### src/rtl/serial_adder_if.sv
// rtl/serial_adder_if.sv - request/result signal bundle for serial_adder (optional sub under SERIAL_ADDER_SUB_EN)
interface serial_adder_if #(
    parameter int WIDTH = 8
);
    logic             start;
    logic [WIDTH-1:0] a_in;
    logic [WIDTH-1:0] b_in;
    logic             c_in;
`ifdef SERIAL_ADDER_SUB_EN
    logic             sub;
`endif
    logic             busy;
    logic             done;
    logic [WIDTH-1:0] s_out;
    logic             c_out;

`ifdef SERIAL_ADDER_SUB_EN
    modport master (output start, a_in, b_in, c_in, sub, input busy, done, s_out, c_out);
    modport slave  (input start, a_in, b_in, c_in, sub, output busy, done, s_out, c_out);
`else
    modport master (output start, a_in, b_in, c_in, input busy, done, s_out, c_out);
    modport slave  (input start, a_in, b_in, c_in, output busy, done, s_out, c_out);
`endif
endinterface

### src/rtl/serial_adder.sv
// rtl/serial_adder.sv - digit-serial adder, DIGIT bits per cycle; SERIAL_ADDER_SUB_EN adds a subtract mode
module serial_adder #(
    parameter int WIDTH = 8,
    parameter int DIGIT = 1
) (
    input  logic         clock,
    input  logic         reset,
    serial_adder_if.slave bus
);
    localparam int STEPS = WIDTH / DIGIT;
    localparam int CW    = (STEPS > 1) ? $clog2(STEPS) : 1;

    if (WIDTH < 2 || WIDTH > 64 || DIGIT < 1 || DIGIT > WIDTH || (WIDTH % DIGIT) != 0) begin : g_bad_params
        $error("serial_adder: WIDTH must be 2..64 and DIGIT must divide WIDTH");
    end

    typedef enum logic [1:0] {IDLE, RUN, DONE} state_t;

    state_t           state_q, state_d;
    logic             accept;
    logic             last_digit;
    logic [CW-1:0]    cnt_q;
    logic [WIDTH-1:0] a_q, b_q, acc_q, s_q;
    logic             carry_q, c_q, done_q;
    logic [DIGIT:0]   dsum;
    logic [WIDTH-1:0] acc_next;
    logic [WIDTH-1:0] b_load;
    logic             carry_load;

    assign last_digit = (cnt_q == CW'(STEPS - 1));

    // One digit of A + B + carry; the digit sum enters the accumulator from the top
    assign dsum     = {1'b0, a_q[DIGIT-1:0]} + {1'b0, b_q[DIGIT-1:0]} + {{DIGIT{1'b0}}, carry_q};
    assign acc_next = (acc_q >> DIGIT) | (WIDTH'(dsum[DIGIT-1:0]) << (WIDTH - DIGIT));

`ifdef SERIAL_ADDER_SUB_EN
    // Subtraction is A + ~B + 1, so invert B and force the carry at load time
    assign b_load     = bus.sub ? ~bus.b_in : bus.b_in;
    assign carry_load = bus.sub ? 1'b1 : bus.c_in;
`else
    assign b_load     = bus.b_in;
    assign carry_load = bus.c_in;
`endif

    // State register
    always_ff @(posedge clock or negedge reset) begin
        if (!reset) state_q <= IDLE;
        else        state_q <= state_d;
    end

    // Next-state logic; start is only honoured in IDLE or DONE
    always_comb begin
        state_d = state_q;
        accept  = 1'b0;
        case (state_q)
            IDLE: if (bus.start) begin state_d = RUN; accept = 1'b1; end
            RUN:  if (last_digit) state_d = DONE;
            DONE: begin
                if (bus.start) begin state_d = RUN; accept = 1'b1; end
                else           state_d = IDLE;
            end
            default: state_d = IDLE;
        endcase
    end

    // Operand capture, digit-serial datapath and result registers
    always_ff @(posedge clock or negedge reset) begin
        if (!reset) begin
            a_q     <= '0;
            b_q     <= '0;
            acc_q   <= '0;
            carry_q <= 1'b0;
            cnt_q   <= '0;
            s_q     <= '0;
            c_q     <= 1'b0;
        end else if (accept) begin
            a_q     <= bus.a_in;
            b_q     <= b_load;
            carry_q <= carry_load;
            cnt_q   <= '0;
        end else if (state_q == RUN) begin
            a_q     <= a_q >> DIGIT;
            b_q     <= b_q >> DIGIT;
            acc_q   <= acc_next;
            carry_q <= dsum[DIGIT];
            cnt_q   <= cnt_q + 1'b1;
            if (last_digit) begin
                s_q <= acc_next;
                c_q <= dsum[DIGIT];
            end
        end
    end

    // done pulses for the cycle following DONE, giving STEPS+1 cycles of latency
    always_ff @(posedge clock or negedge reset) begin
        if (!reset) done_q <= 1'b0;
        else        done_q <= (state_q == DONE);
    end

    assign bus.busy  = (state_q == RUN);
    assign bus.done  = done_q;
    assign bus.s_out = s_q;
    assign bus.c_out = c_q;
endmodule
### src/flat_wrapper.sv
// flat-port wrapper written by rule: the top's interface ports become plain ports
module serial_adder_flat 
#(
    parameter int WIDTH = 8,
    parameter int DIGIT = 1
)
  (clock, reset, bus_start, bus_a_in, bus_b_in, bus_c_in, bus_busy, bus_done, bus_s_out, bus_c_out);
  serial_adder_if #(.WIDTH(WIDTH)) bus_i ();
  input  logic clock;
  input  logic reset;
  input wire logic [$bits(bus_i.start)-1:0] bus_start;
  input wire logic [$bits(bus_i.a_in)-1:0] bus_a_in;
  input wire logic [$bits(bus_i.b_in)-1:0] bus_b_in;
  input wire logic [$bits(bus_i.c_in)-1:0] bus_c_in;
  output wire logic [$bits(bus_i.busy)-1:0] bus_busy;
  output wire logic [$bits(bus_i.done)-1:0] bus_done;
  output wire logic [$bits(bus_i.s_out)-1:0] bus_s_out;
  output wire logic [$bits(bus_i.c_out)-1:0] bus_c_out;
  assign bus_i.start = bus_start;
  assign bus_i.a_in = bus_a_in;
  assign bus_i.b_in = bus_b_in;
  assign bus_i.c_in = bus_c_in;
  assign bus_busy = bus_i.busy;
  assign bus_done = bus_i.done;
  assign bus_s_out = bus_i.s_out;
  assign bus_c_out = bus_i.c_out;
  serial_adder #(.WIDTH(WIDTH), .DIGIT(DIGIT)) u_core (.clock(clock), .reset(reset), .bus(bus_i));
endmodule
### config.mk
export PLATFORM = sky130hd
export DESIGN_NAME = serial_adder_flat
export DESIGN_NICKNAME = d
export VERILOG_FILES = /design/src/rtl/serial_adder_if.sv /design/src/rtl/serial_adder.sv /design/src/flat_wrapper.sv
export SDC_FILE = /design/constraint.sdc
export NUM_CORES = 1
export LEC_CHECK = 0
export ABC_CLOCK_PERIOD_IN_PS = 2000
export BUFFER_PORTS_ARGS = -buffer_cell sky130_fd_sc_hd__buf_2
export CAP_MARGIN = 20
export CORE_ASPECT_RATIO = 1.4
export CORE_MARGIN = 4
export CORE_UTILIZATION = 45
export CTS_CLUSTER_SIZE = 8
export DETAILED_ROUTE_END_ITERATION = 8
export HOLD_SLACK_MARGIN = 0.06
export PLACE_DENSITY = 0.64
export SLEW_MARGIN = 0
export SYNTH_ARGS = -nofsm -noshare
export SYNTH_HDL_FRONTEND = slang
export SYNTH_SLANG_ARGS = --single-unit
### constraint.sdc
create_clock -name clock -period 2 [get_ports clock]
set_input_delay 0.3 -clock clock [delete_from_list [all_inputs] [get_ports clock]]
set_output_delay 0.3 -clock clock [all_outputs]
set_load 0.02 [all_outputs]
==> run metrics <==
Clock Power Share=16.2%; Final Non-Filler Cells=233; RSZ-0062 raised after global routing=no; relative slew slack=60.1%; switching power=0.00119 W; Die Wd=62.3 um; final hold violations=0; Cell variety after synth=28; Placeable Area=3950 sq um; syn_nets=180; Gate Count Post-Synth=157; DR pass1 iterations=4; first-pass GRT wire length=5980 um; sequential area share after synthesis=52.5%; clock skew=0.00351 ns; initial core utilization=47.0%; Worst Setup Slack, final=0.331 ns; r2r worst-path depth=4; Sink Count=39; Vias/cell=5.30; crit path time final=1.67 ns; routed vias=1,234; share of cells above drive strength 1=30.0%; Antenna Violating Nets Remaining=0; R2R Path Start=u_core.cnt_q[0]; CTS Buf Count=5; Crit path arrival time=1.37 ns; DRT iter0 DRCs=35; Peak VDD IR=0.000897 V; largest net degree at the start of global routing=33; setup violators final=0; maxcap violations=0; Detail Placement HPWL=2400 um; CTS tree=built; post-synth design cell area=1860 sq um; vias in the first global route=1,286; wire length per cell=14.3 um; crit-path max FO=13; clock insertion delay at the later pin of the skew report=0.29 ns; Fmax=599 MHz; H-Tree Depth=2; Seq pwr share=43.0%; fin. max-slew vios=0; fin crit share=83.5%; post-CTS setup buffers=0; combinational power share=40.8%; power density cells=1530 nW/um^2; grt ovf=0; status=completed; r2r setup slk=0.52 ns; Core Rows=27; hold_sp=bus_b_in[0]; Placer Congestion=0.753; final core occ=54.0%; Avg Cell Area, Syn=11.8 sq um; Overall Global Routing Usage=14.2%; #FFs+latches synth=39; leakage=1.04 nW; Die ar.=5240 sq um; cell-internal power=0.00207 W; Req. time, crit path=1.70 ns; reg2reg end=u_core.cnt_q[2]; n_diodes=0; nets=213; synth warn=0; area delta synth->final=14.9%; WHS Endpoint=u_core.b_q[0]; DRC Markers=0; Max clock buf depth=2; overall power of the completed layout=0.00327 W; Die Ht=84.0 um; clk root buf=clkbuf_8; Hold Path Depth=3; clock slew at reported path FFs=0.07 ns; min-delay worst type=primary input to flop; Slew @ Worst Pin=0.598 ns; dpl cells=225; critical path class=flop to output port; initial antenna violation count=0; Buffers on Ports=30; Detailed Route WL=3330 um; setup TNS=0 ns; dpl ws=0.516 ns; Net Sw Frac=36.6%; Critical Path End Type=output port; # IOs=31; type of origin of the critical path=flop
[power by group through the flow]
stage | Sequential, W | Clock, W | Combinational, W
CTS | 0.00142 | 0.000543 | 0.00136
floorplan | 0.00145 | 0 | 0.000983
finish | 0.00140 | 0.000528 | 0.00133
global route | 0.00147 | 0.000597 | 0.00150
global placement | 0.00141 | 0 | 0.00130
detailed placement | 0.00143 | 0 | 0.00135
[metal layers]
| metal | wire [um] | track usage, % | vias up |
|---|---|---|---|
| met4 | 43 | 4.63 | 0 |
| met1 | 1460 | 17.9 | 578 |
| met3 | 208 | 5.39 | 5 |
| li1 | - | - | 621 |
| met5 | 0 | 0 | - |
| met2 | 1620 | 22.2 | 30 |
[what timing repair did]
action                                  in CTS  in global routing
endpoints found under the hold margin       25                  0
endpoints found under the setup margin       0                  0
resized for setup                            0                  0
hold buffers                                 1                  0
[placed cells by master, fill, tap and decap left out, types with 3 or more instances in the layout]
cell	n
a211oi_1	11
a21oi_1	14
a22o_1	3
and2b_1	4
buf_2	30
buf_4	4
clkbuf_8	6
dfrtp_1	39
inv_1	4
mux2_4	9
mux2i_1	13
nand2_1	21
nor2b_1	8
o21ai_0	3
o22ai_1	3
[cell families after synthesis]
| kind of cell | count (synthesis) | share of synthesized area [%] |
|---|---|---|
| buffers and inverters | 14 | 4.31 |
| DFF | 39 | 52.5 |
| xor gates and xnor gates | 1 | 0.471 |
| and+or+nand+nor | 41 | 12.8 |
| adders and majority gates | 3 | 2.42 |
| AOI/OAI and AO/OA | 35 | 12.0 |
| muxes | 24 | 15.5 |
[through the flow]
step	hold WS, ns	instance area [sq um]
after global placement	0.322	2040
final	0.285	2140
after global routing	0.283	2140
after floorplan	0.00441	1860
after CTS	0.277	2140
after detailed placement	0.334	2040
[layout make-up]
type                            count  area [sq um]
Inverter                            5          26.3
Timing Repair Buffer               35           190
Fill cell                         366          1820
Clock inverter                      1          5.00
Multi-Input combinational cell    104           802
Clock buffer                        6          82.6
Sequential cell                    39           976
Tap cell                           43          53.8
[worst max path at each step]
stage | start | to | slack, ns | depth (start not counted)
2_1_floorplan | u_core.cnt_q[0] | u_core.cnt_q[2] | 0.58 | 4
3_3_place_gp | u_core.cnt_q[0] | u_core.cnt_q[2] | 0.56 | 4
3_5_place_dp | u_core.cnt_q[0] | u_core.cnt_q[2] | 0.52 | 4
4_1_cts | u_core.state_q[1] | bus_busy | 0.30 | 3
5_1_grt | u_core.state_q[1] | bus_busy | 0.24 | 3
6_report | u_core.state_q[1] | bus_busy | 0.33 | 3
[registers in the layout, summed over array words and instances, names as in the netlist]
| name | count |
|---|---|
| u_core.acc_q | 7 |
| u_core.b_q | 8 |
| u_core.bus.c_out | 1 |
| u_core.bus.s_out | 8 |
| u_core.state_q | 2 |
| u_core.cnt_q | 3 |
| u_core.carry_q | 1 |
| u_core.a_q | 8 |
| u_core.bus.done | 1 |
[cells in the mapped netlist, drive strengths merged]
cell | number | area, sq um
a22o | 3 | 26.3
nand3 | 2 | 10.0
xnor2 | 1 | 8.76
o22ai | 3 | 18.8
inv | 5 | 26.3
and3b | 1 | 8.76
and2 | 1 | 8.76
o21ai | 3 | 15.0
and2b | 4 | 30.0
mux2i | 13 | 130
fa | 1 | 20.0
ha | 2 | 25.0
clkbuf | 2 | 7.51
buf | 7 | 46.3
a221o | 1 | 10.0
nor2 | 1 | 3.75
mux2 | 11 | 158
a21oi | 14 | 70.1
dfrtp | 39 | 976
nor2b | 8 | 50.1
a211oi | 11 | 82.6
nand2b | 2 | 27.5
nand2 | 22 | 98.9
[worst max-delay path: stages, from the launching register on]
cell and delay [ns]:
dfrtp_1 0.54, nand2b_4 0.30, inv_8 0.07, buf_2 0.16
No activity file was read; power rests on OpenSTA's default activity.
